### src/rtl/uart_pkg.sv
// Shared definitions for the UART transmitter family: FSM states, parity helper and
// legal data-width range.
package uart_pkg;

  localparam int unsigned DataWMin = 5;
  localparam int unsigned DataWMax = 9;

  typedef enum logic [2:0] {
    StIdle,
    StStart,
    StData,
    StParity,
    StStop
  } uart_state_e;

  // Zero-extension to DataWMax does not change the XOR reduction.
  function automatic logic calc_parity(input logic [DataWMax-1:0] data, input logic odd);
    return (^data) ^ odd;
  endfunction

endpackage

### src/rtl/uart_tx_fifo_param_if.sv
// Upstream valid/ready word handshake between a producer and the UART transmitter.
interface uart_tx_fifo_param_if #(
  parameter int unsigned DATA_W = 8
);
  logic              s_valid;
  logic              s_ready;
  logic [DATA_W-1:0] s_data;

  modport master (output s_valid, output s_data, input s_ready);
  modport slave  (input s_valid, input s_data, output s_ready);
endinterface

### src/rtl/uart_sync_fifo.sv
// Single-clock FIFO with occupancy count; push is ignored when full, pop when empty.
module uart_sync_fifo #(
  parameter int unsigned Width = 8,
  parameter int unsigned Depth = 4
) (
  input  logic                     clk,
  input  logic                     rst_n,
  input  logic                     push_i,
  input  logic [Width-1:0]         wdata_i,
  input  logic                     pop_i,
  output logic [Width-1:0]         rdata_o,
  output logic                     full_o,
  output logic                     empty_o,
  output logic [$clog2(Depth):0]   level_o
);

  localparam int unsigned AddrW = $clog2(Depth);
  localparam int unsigned LvlW  = AddrW + 1;

  logic [Width-1:0] mem_q [Depth];
  logic [AddrW-1:0] wptr_q, wptr_d;
  logic [AddrW-1:0] rptr_q, rptr_d;
  logic [LvlW-1:0]  level_q, level_d;
  logic             push_ok, pop_ok;

  assign full_o  = (level_q == LvlW'(Depth));
  assign empty_o = (level_q == '0);
  assign push_ok = push_i & ~full_o;
  assign pop_ok  = pop_i & ~empty_o;
  assign rdata_o = mem_q[rptr_q];
  assign level_o = level_q;

  always_comb begin
    wptr_d  = push_ok ? wptr_q + AddrW'(1) : wptr_q;
    rptr_d  = pop_ok ? rptr_q + AddrW'(1) : rptr_q;
    level_d = level_q;
    unique case ({push_ok, pop_ok})
      2'b10:   level_d = level_q + LvlW'(1);
      2'b01:   level_d = level_q - LvlW'(1);
      default: level_d = level_q;
    endcase
  end

  always_ff @(posedge clk or negedge rst_n) begin
    if (!rst_n) begin
      wptr_q  <= '0;
      rptr_q  <= '0;
      level_q <= '0;
    end else begin
      wptr_q  <= wptr_d;
      rptr_q  <= rptr_d;
      level_q <= level_d;
    end
  end

  // Storage needs no reset: pointers and level define validity.
  always_ff @(posedge clk) begin
    if (push_ok) begin
      mem_q[wptr_q] <= wdata_i;
    end
  end

endmodule

### src/rtl/uart_tx_fifo_param.sv
// Parametrised UART transmitter with input FIFO, baud divider, selectable bit order,
// optional parity and one or two stop bits.
module uart_tx_fifo_param
  import uart_pkg::*;
#(
  parameter int unsigned DATA_W     = 8,
  parameter int unsigned FIFO_DEPTH = 4,
  parameter int unsigned DIV_W      = 16,
  parameter bit          MSB_FIRST  = 1'b0
) (
  input  logic                          clk,
  input  logic                          rst_n,
  uart_tx_fifo_param_if.slave           s_if,
  input  logic [DIV_W-1:0]              baud_div_i,
  input  logic                          parity_en_i,
  input  logic                          parity_odd_i,
  input  logic                          two_stop_i,
  output logic                          tx_o,
  output logic                          busy_o,
  output logic [$clog2(FIFO_DEPTH):0]   fifo_level_o
);

  localparam int unsigned BitW = $clog2(DATA_W);

  if (DATA_W < DataWMin || DATA_W > DataWMax) begin : gen_bad_data_w
    $error("uart_tx_fifo_param: DATA_W out of range");
  end
  if (FIFO_DEPTH < 2 || (FIFO_DEPTH & (FIFO_DEPTH - 1)) != 0) begin : gen_bad_depth
    $error("uart_tx_fifo_param: FIFO_DEPTH must be a power of 2, >= 2");
  end

  logic                    fifo_pop, fifo_full, fifo_empty;
  logic [DATA_W-1:0]       fifo_rdata;
  logic [$clog2(FIFO_DEPTH):0] fifo_level;

  uart_sync_fifo #(
    .Width (DATA_W),
    .Depth (FIFO_DEPTH)
  ) u_fifo (
    .clk     (clk),
    .rst_n   (rst_n),
    .push_i  (s_if.s_valid),
    .wdata_i (s_if.s_data),
    .pop_i   (fifo_pop),
    .rdata_o (fifo_rdata),
    .full_o  (fifo_full),
    .empty_o (fifo_empty),
    .level_o (fifo_level)
  );

  assign s_if.s_ready = ~fifo_full;

  uart_state_e       state_q, state_d;
  logic [DIV_W-1:0]  cnt_q, cnt_d;
  logic [DIV_W-1:0]  div_m1_q, div_m1_d;
  logic [BitW-1:0]   bit_q, bit_d;
  logic [DATA_W-1:0] sh_q, sh_d;
  logic              tx_q, tx_d;
  logic              stop2_q, stop2_d;
  logic              par_bit_q, par_bit_d;
  logic              par_en_q, par_en_d;
  logic              two_stop_q, two_stop_d;

  logic [DIV_W-1:0]  baud_m1;
  logic [DATA_W-1:0] sh_next;
  logic              head_bit, next_bit, bit_end, last_bit, load;

  // A divider of 0 behaves as 1, so the per-bit reload value saturates at 0.
  assign baud_m1  = (baud_div_i == '0) ? '0 : baud_div_i - DIV_W'(1);
  assign sh_next  = MSB_FIRST ? {sh_q[DATA_W-2:0], 1'b0} : {1'b0, sh_q[DATA_W-1:1]};
  assign head_bit = MSB_FIRST ? sh_q[DATA_W-1] : sh_q[0];
  assign next_bit = MSB_FIRST ? sh_next[DATA_W-1] : sh_next[0];
  assign bit_end  = (cnt_q == '0);
  assign last_bit = (bit_q == BitW'(DATA_W - 1));

  always_comb begin
    state_d    = state_q;
    cnt_d      = cnt_q;
    div_m1_d   = div_m1_q;
    bit_d      = bit_q;
    sh_d       = sh_q;
    tx_d       = tx_q;
    stop2_d    = stop2_q;
    par_bit_d  = par_bit_q;
    par_en_d   = par_en_q;
    two_stop_d = two_stop_q;
    load       = 1'b0;
    fifo_pop   = 1'b0;

    if (state_q != StIdle) begin
      cnt_d = bit_end ? div_m1_q : cnt_q - DIV_W'(1);
    end

    unique case (state_q)
      StIdle: begin
        tx_d = 1'b1;
        load = ~fifo_empty;
      end
      StStart: begin
        if (bit_end) begin
          state_d = StData;
          bit_d   = '0;
          tx_d    = head_bit;
        end
      end
      StData: begin
        if (bit_end) begin
          if (!last_bit) begin
            bit_d = bit_q + BitW'(1);
            sh_d  = sh_next;
            tx_d  = next_bit;
          end else if (par_en_q) begin
            state_d = StParity;
            tx_d    = par_bit_q;
          end else begin
            state_d = StStop;
            stop2_d = 1'b0;
            tx_d    = 1'b1;
          end
        end
      end
      StParity: begin
        if (bit_end) begin
          state_d = StStop;
          stop2_d = 1'b0;
          tx_d    = 1'b1;
        end
      end
      StStop: begin
        if (bit_end) begin
          if (two_stop_q && !stop2_q) begin
            stop2_d = 1'b1;
          end else if (!fifo_empty) begin
            load = 1'b1;
          end else begin
            state_d = StIdle;
            tx_d    = 1'b1;
          end
        end
      end
      default: begin
        state_d = StIdle;
        tx_d    = 1'b1;
      end
    endcase

    // Word and line configuration are captured together so mid-frame changes are ignored.
    if (load) begin
      fifo_pop   = 1'b1;
      state_d    = StStart;
      tx_d       = 1'b0;
      sh_d       = fifo_rdata;
      cnt_d      = baud_m1;
      div_m1_d   = baud_m1;
      par_en_d   = parity_en_i;
      two_stop_d = two_stop_i;
      par_bit_d  = calc_parity(DataWMax'(fifo_rdata), parity_odd_i);
    end
  end

  always_ff @(posedge clk or negedge rst_n) begin
    if (!rst_n) begin
      state_q    <= StIdle;
      cnt_q      <= '0;
      div_m1_q   <= '0;
      bit_q      <= '0;
      sh_q       <= '0;
      tx_q       <= 1'b1;
      stop2_q    <= 1'b0;
      par_bit_q  <= 1'b0;
      par_en_q   <= 1'b0;
      two_stop_q <= 1'b0;
    end else begin
      state_q    <= state_d;
      cnt_q      <= cnt_d;
      div_m1_q   <= div_m1_d;
      bit_q      <= bit_d;
      sh_q       <= sh_d;
      tx_q       <= tx_d;
      stop2_q    <= stop2_d;
      par_bit_q  <= par_bit_d;
      par_en_q   <= par_en_d;
      two_stop_q <= two_stop_d;
    end
  end

  assign tx_o         = tx_q;
  assign busy_o       = (state_q != StIdle) | (fifo_level != '0);
  assign fifo_level_o = fifo_level;

endmodule

### src/flat_wrapper.sv
// flat-port wrapper written by rule: the top's interface ports become plain ports
module uart_tx_fifo_param_flat import uart_pkg::*;
#(
  parameter int unsigned DATA_W     = 8,
  parameter int unsigned FIFO_DEPTH = 4,
  parameter int unsigned DIV_W      = 16,
  parameter bit          MSB_FIRST  = 1'b0
)
  (clk, rst_n, baud_div_i, parity_en_i, parity_odd_i, two_stop_i, tx_o, busy_o, fifo_level_o, s_if_s_valid, s_if_s_data, s_if_s_ready);
  uart_tx_fifo_param_if #(.DATA_W(DATA_W)) s_if_i ();
  input  logic clk;
  input  logic rst_n;
  input  logic [DIV_W-1:0] baud_div_i;
  input  logic parity_en_i;
  input  logic parity_odd_i;
  input  logic two_stop_i;
  output logic tx_o;
  output logic busy_o;
  output logic [$clog2(FIFO_DEPTH):0] fifo_level_o;
  input wire logic [$bits(s_if_i.s_valid)-1:0] s_if_s_valid;
  input wire logic [$bits(s_if_i.s_data)-1:0] s_if_s_data;
  output wire logic [$bits(s_if_i.s_ready)-1:0] s_if_s_ready;
  assign s_if_i.s_valid = s_if_s_valid;
  assign s_if_i.s_data = s_if_s_data;
  assign s_if_s_ready = s_if_i.s_ready;
  uart_tx_fifo_param #(.DATA_W(DATA_W), .FIFO_DEPTH(FIFO_DEPTH), .DIV_W(DIV_W), .MSB_FIRST(MSB_FIRST)) u_core (.clk(clk), .rst_n(rst_n), .s_if(s_if_i), .baud_div_i(baud_div_i), .parity_en_i(parity_en_i), .parity_odd_i(parity_odd_i), .two_stop_i(two_stop_i), .tx_o(tx_o), .busy_o(busy_o), .fifo_level_o(fifo_level_o));
endmodule
### config.mk
export PLATFORM = sky130hd
export DESIGN_NAME = uart_tx_fifo_param_flat
export DESIGN_NICKNAME = d
export VERILOG_FILES = /design/src/rtl/uart_pkg.sv /design/src/rtl/uart_tx_fifo_param_if.sv /design/src/rtl/uart_sync_fifo.sv /design/src/rtl/uart_tx_fifo_param.sv /design/src/flat_wrapper.sv
export SDC_FILE = /design/constraint.sdc
export NUM_CORES = 1
export LEC_CHECK = 0
export ABC_AREA = 0
export BUFFER_PORTS_ARGS = -buffer_cell sky130_fd_sc_hd__buf_2
export CAP_MARGIN = 25
export CORE_MARGIN = 5
export CORE_UTILIZATION = 56
export CTS_BUF_LIST = sky130_fd_sc_hd__clkbuf_8
export DETAILED_ROUTE_END_ITERATION = 8
export PLACE_DENSITY = 0.76
export SLEW_MARGIN = 15
export SYNTH_ARGS = -nofsm -noshare
export SYNTH_HDL_FRONTEND = slang
export SYNTH_SLANG_ARGS = --single-unit
### constraint.sdc
create_clock -name clk -period 2.67 [get_ports clk]
set_clock_uncertainty 0.15 [all_clocks]
set_input_delay 0.267 -clock clk [delete_from_list [all_inputs] [get_ports clk]]
set_output_delay 0.267 -clock clk [all_outputs]
set_load 0.01 [all_outputs]
## Yosys cells after proc, flatten, opt, wreduce, memory -nomap -nowiden

Memory sizes are Yosys's and may differ from the RTL's.
Index checks and enable logic that the tools add are counted.
Widths: inputs -> output; s select.

| cells by class | value |
|---|---|
| $add $sub $neg | 7 |
| eq/ne operators | 25 |
| muxes and demuxes | 47 |
| bitwise logic cells | 6 |
| reductions and logical operators | 20 |

Operator list:

| kind | count |
|---|---|
| $mux 16 | 4 |
| $mux 3 | 12 |
| $logic_not 16->1 | 2 |
| $mux 8 | 4 |
| $sub 16x1->16 const B | 2 |
| $mux 1 | 21 |
| $ne 3x1->1 const B | 6 |
| $pmux 3 s5 | 1 |
| $ne 2x1->1 const B | 7 |
| $pmux 3 s2 | 2 |
| $reduce_bool 2->1 | 5 |
| $eq 3x3->1 const B | 3 |
| $reduce_bool 3->1 | 3 |
| $reduce_xor 9->1 | 1 |
| $reduce_and 8->1 | 1 |
| $reduce_and 7->1 | 1 |
| $add 3x1->3 const B | 2 |
| $eq 3x2->1 const B | 2 |
| $logic_not 3->1 | 2 |
| $ne 2x2->1 const B | 3 |
| $reduce_and 6->1 | 1 |
| $add 2x1->2 const B | 2 |
| $pmux 1 s4 | 1 |
| $reduce_and 4->1 | 1 |
| other kinds (14) | 16 |

| word-level totals | value |
|---|---|
| register bits | 58 |
| memory bits (writable) | 32 |
| bits of input ports | 30 |
| memories kept | 1 |

Memories:

| name | words | width | read ports | clocked after Yosys merged registers in | write ports | RTL line | RTL |
|---|---|---|---|---|---|---|---|
| u_core.u_fifo.mem_q | 4 | 8 | 1 | 0 | 1 | uart_sync_fifo.sv:20 | `logic [Width-1:0] mem_q [Depth];` |

## Longest topological paths before layout

| depth | value |
|---|---|
| depth in word-level cells | 9 |
| mapped depth | 13 |
| gate-level depth less buffers | 12 |

## Hierarchy

A second synthesis with hierarchy kept.

| second synthesis, totals | value |
|---|---|
| cell total of the unflattened synthesis | 434 |
| area, all modules | 4724.5 µm² |

By module, submodules not included:

| module | times used | cells an instance | area each (µm²) | seq. area each (µm²) |
|---|---|---|---|---|
| uart_tx_fifo_param | 1 | 355 | 3131.8 | 1277.5 |
| uart_sync_fifo | 1 | 79 | 1592.8 | 1136.1 |

## Worst setup path before layout

OpenSTA, ideal clock, no wires.

| timing path | value |
|---|---|
| path type | register to register |
| start point | register u_core.cnt_q[0] |
| end point | register u_core.u_fifo.level_q[1] (netlist: u_core.u_fifo.level_o[1]) |
| setup time | 0.125 ns |
| data arrival time | 2.664 ns |
| required time | 2.395 ns |
| path slack | -0.269 ns |
| stages on the path, launching flop included | 12 |
| buffers on the path | 1 |
| period minus slack after synthesis | 2.939 ns |
| cell sequence | dfrtp_1 > inv_1 > ha_1 > nor4b_4 > nand4_1 > o21ai_2 > nand2_1 > inv_2 > buf_2 > ha_1 > fa_1 > mux2_2 |

| between the ends | value |
|---|---|
| cells in the longest elaborated chain, start to end | 7 |
| elaborated cells between the ends (all ways) | 9 |
| classes of those cells | eq/ne: 2; mux: 4; bitwise: 1; reduce/logical: 2 |

Ends and longest elaborated chain:

| item | RTL line | RTL |
|---|---|---|
| from (decl) | uart_tx_fifo_param.sv:54 | `logic [DIV_W-1:0] cnt_q, cnt_d;` |
| from (signal assigned) | uart_tx_fifo_param.sv:175 | `cnt_q <= cnt_d;` |
| $logic_not 16->1 (*) | uart_tx_fifo_param.sv:73 | `assign bit_end = (cnt_q == '0);` |
| $mux 1 (*) | uart_tx_fifo_param.sv:130 | `if (bit_end) begin` |
| $pmux 1 s2 (*) | uart_tx_fifo_param.sv:94 | `unique case (state_q)` |
| $mux 1 (*) | uart_tx_fifo_param.sv:148 | `if (load) begin` |
| $and 1x1->1 (*) | uart_sync_fifo.sv:29 | `assign pop_ok = pop_i & ~empty_o;` |
| via u_core.u_fifo.pop_ok | uart_sync_fifo.sv:24 | `logic push_ok, pop_ok;` |
| $eq 2x1->1 / $eq 2x2->1 (equally long branches) | uart_sync_fifo.sv:37 | `unique case ({push_ok, pop_ok})` |
| $pmux 3 s2 (*) | uart_sync_fifo.sv:37 |  |
| via u_core.u_fifo.level_d[1] | uart_sync_fifo.sv:23 | `logic [LvlW-1:0] level_q, level_d;` |
| to (signal assigned) | uart_sync_fifo.sv:52 | `level_q <= level_d;` |
| to (decl) | uart_sync_fifo.sv:23 |  |

Mark *: on every way through the listed nets, which the timed path passes. The rest lies on a longest branch.
A chain may end at the register's enable or synchronous reset.

## Worst setup path in the final report

| timing path | value |
|---|---|
| start point | register u_core.u_fifo.level_q[0] (netlist: u_core.u_fifo.level_o[0]) |
| end point | register u_core.u_fifo.level_q[2] (netlist: u_core.u_fifo.level_o[2]) |

| between the ends | value |
|---|---|
| cells in the longest elaborated chain, start to end | 9 |
| elaborated cells between the ends (all ways) | 17 |
| classes of those cells | add/sub: 2; eq/ne: 3; mux: 6; bitwise: 4; reduce/logical: 2 |

Ends and longest elaborated chain:

| item | RTL line | RTL |
|---|---|---|
| $logic_not 3->1 | uart_sync_fifo.sv:27 | `assign empty_o = (level_q == '0);` |
| $mux 1 | uart_tx_fifo_param.sv:133 | `end else if (!fifo_empty) begin` |
| $mux 1 | uart_tx_fifo_param.sv:131 | `if (two_stop_q && !stop2_q) begin` |
| $mux 1 | uart_tx_fifo_param.sv:130 |  |
| $pmux 1 s2 | uart_tx_fifo_param.sv:94 |  |
| $mux 1 | uart_tx_fifo_param.sv:148 |  |
| $and 1x1->1 | uart_sync_fifo.sv:29 |  |
| $eq 2x1->1 / $eq 2x2->1 (equally long branches) | uart_sync_fifo.sv:37 |  |
| $pmux 3 s2 / $reduce_bool 2->1 (equally long branches) | - |  |

Several ways; a longest one is shown, not always the timed one.

==> flow_summary.yaml <==
pwr:
  power.leakage_nw: 2.18
  p_per_area_mw_per_mm2: 1000
  ir_drop_uv: 540
routing:
  ant_nets: 0
  vias: 3447
  drc_errors: 0
  wl_per_cell_um: 16.5
  viasPerCell: 5.76
  wl_um: 9870
  drt-initial-drc-count: 179
  dr.pass1.iters: 4
logic_synthesis:
  synth-seq-area-share_pct: 51.7
  ys_ff_latch: 90
  synth_ff_type: "dfrtp_1"
  async_reset_ff_share_pct: 64.4
  synth_nets: 470
  synth_edf_count: 32
  synth_warnings: 0
  synth_area_per_cell_sq_um: 10.9
  syn-cell-area_sq_mm: 0.00467
  synthCells: 430
  synth_cell_types: 69
die:
  dieArea_sq_mm: 0.0103
  fp-row-count: 33
  die_width_um: 101
  ioPinCount: 36
  die_y_um: 101
  core_area_sq_mm: 0.00818
  start_util_pct: 57.1
finish:
  mostFrequentLayoutCells: "nand2_1, dfrtp_1, buf_2, nor2_1, edfxtp_1"
  fin_nets: 528
  fin_util_pct: 65.4
  syn_to_final_growth_pct: 14.6
  drive_above_1_share_pct: 20.7
  stdcell_count: 598
  register_area_sq_mm: 0.00241
  final_common_cell: "nand2_1"
  nFillCells: 650
  multi_input_area_sq_mm: 0.00212
  diodes: 0
setup_path:
  arrival_ns: 2.63
  critPathMaxFanout: 5
  critPathKind: "flip-flop to flip-flop"
  crit_path_end_kind: "flip-flop"
  start_kind: "flip-flop"
  crit_required_ns: 2.79
timing:
  relSlewSlack_pct: 57.1
  rsz0062_at_grt: "no"
  setup_violations: 0
  worst_slack_ns: 0.158
  finalHoldViolations: 0
  timing.final.crit_share_pct: 94.1
  fmax_mhz: 398
  drv_slew: 0
  fin_hold_ws_ns: 0.0167
  worst_pin_slew_ns: 0.644
  period_minus_slack_ns: 2.51
  setup_tns_ns: 0
clocking:
  clk_pin_slew_ns: 0.08
  post-cts-setup-buffer-count: 0
  clk-insertion-delay-late_ns: 0.35
  cts_root_buffer: "clkbuf_8"
  clockBufferDepth: 2
  cts_max_level: 3
  cts.sinks: 90
  cts_tree: "built"
  numCtsBuffers: 9
global_routing:
  antenna_found_initial: 0
  grt_pass1_vias: 3619
  grt_overflow: 0
  grt_use_total_pct: 21.0
  grt_max_degree: 38
  grt_pass1_wl_um: 17100
place:
  dp.cells: 571
  post-place-ws_ns: 0.136
  gp_congestion: 0.895
  port_buffers: 35
  dp_hpwl_um: 7220
run:
  drv_cap: 0
status:
  status: "finished clean"
worst_hold_path:
  hold_class: "input port to flip-flop"
==> Yosys cell counts (all sizes together), types with 3 or more instances <==
cell type | count | area share, %
nand4b | 3 | 0.56
a21o | 3 | 0.48
clkbuf | 5 | 0.40
nand2b | 5 | 0.67
nand2 | 58 | 4.7
dfrtp | 57 | 31
xor2 | 13 | 2.4
o221ai | 4 | 0.88
nor2 | 34 | 2.7
or2 | 3 | 0.40
o21a | 7 | 1.1
and3 | 4 | 0.54
or4 | 4 | 0.72
o211ai | 3 | 0.48
o22a | 3 | 0.56
nand4 | 5 | 0.67
nand3 | 10 | 1.1
or3 | 4 | 0.54
xnor2 | 19 | 3.6
ha | 9 | 2.4
mux4 | 8 | 3.9
o21ai | 32 | 3.5
nor3 | 14 | 1.6
a31oi | 7 | 0.94
edfxtp | 32 | 21
inv | 13 | 1.0
a21oi | 11 | 1.2
buf | 14 | 2.3
nor4 | 9 | 1.7
and2 | 3 | 0.40
==> flip-flops by register name, summed over array words and instances (netlist names), 2 cells and up <==
name / flops
u_core.cnt_q: 16
u_core.u_fifo.level_o: 3
u_core.div_m1_q: 16
u_core.bit_q: 3
u_core.u_fifo.wptr_q: 2
u_core.u_fifo.mem_q: 32
u_core.u_fifo.rptr_q: 2
u_core.state_q: 3
u_core.sh_q: 8
==> layout make-up <==
type                       count  area share, %
sequential                    90           45.1
multi-input combinational    308           39.6
timing repair buffer          66           8.61
tap                          105           2.46
clock buffer                   9           2.32
clock inverter                 7          0.913
inverter                      13          0.913
==> logic make-up (layout without fill, tap and decap cells) <==
kind of cell	after synthesis	after routing	share of synthesized area (%)
DFF	90	90	51.7
AOI/OAI and AO/OA	92	92	13.4
and+or+nand+nor	163	163	17.7
adders and majority gates	10	10	2.84
xor gates and xnor gates	32	32	6.01
buffers and inverters	32	95	3.75
muxes	11	11	4.53
==> metrics by stage <==
step | power (mW) | area [sq um]
2_1_floorplan | 3.98 | 4700
3_3_place_gp | 4.44 | 5050
3_5_place_dp | 4.53 | 5050
4_1_cts | 5.38 | 5330
5_1_grt | 5.78 | 5350
6_report | 5.37 | 5350
==> timing repair <==
action	CTS	global route
hold buffers	11	0
endpoints found under the hold margin	61	0
setup endpoints to repair	0	5
gates resized for setup	0	4
==> per-layer routing <==
| layer | global-route usage, % | up-vias | share of wire, % |
|---|---|---|---|
| met1 | 26.9 | 1663 | 43 |
| met4 | 7.26 | 0 | 2.0 |
| met3 | 4.20 | 19 | 5.3 |
| met2 | 35.8 | 75 | 50 |
| met5 | 0 | - | 0 |
| li1 | - | 1690 | - |
==> worst paths after layout <==
path                                     startpoint                  endpoint  slack, ns  cells past startpoint
max reg2reg                u_core.u_fifo.level_o[0]  u_core.u_fifo.level_o[2]       0.16                      9
min                                   baud_div_i[0]        u_core.div_m1_q[0]       0.02                      2
max                        u_core.u_fifo.level_o[0]  u_core.u_fifo.level_o[2]       0.16                      9
max in group asynchronous                     rst_n               u_core.tx_o       1.38                      3
min in group asynchronous                     rst_n        u_core.div_m1_q[8]       0.31                      2
min reg2reg                         u_core.bit_q[1]           u_core.bit_q[1]       0.33                      2
==> worst max-delay path, stage by stage (launching register included) <==
cell,delay (ns)
dfrtp_1,0.45
or3_4,0.43
and2_1,0.22
nand2_1,0.12
inv_2,0.06
ha_4,0.16
fa_1,0.38
xnor2_1,0.14
nor2_1,0.13
xor2_1,0.18
==> power breakdown <==
part	internal (mW)	total (mW)	switching, mW
clock	0.343	0.842	0.499
combinational	1.10	2.16	1.06
sequential	1.94	2.37	0.428
total	3.38	5.37	1.99
(Power assumes the default switching activity.)
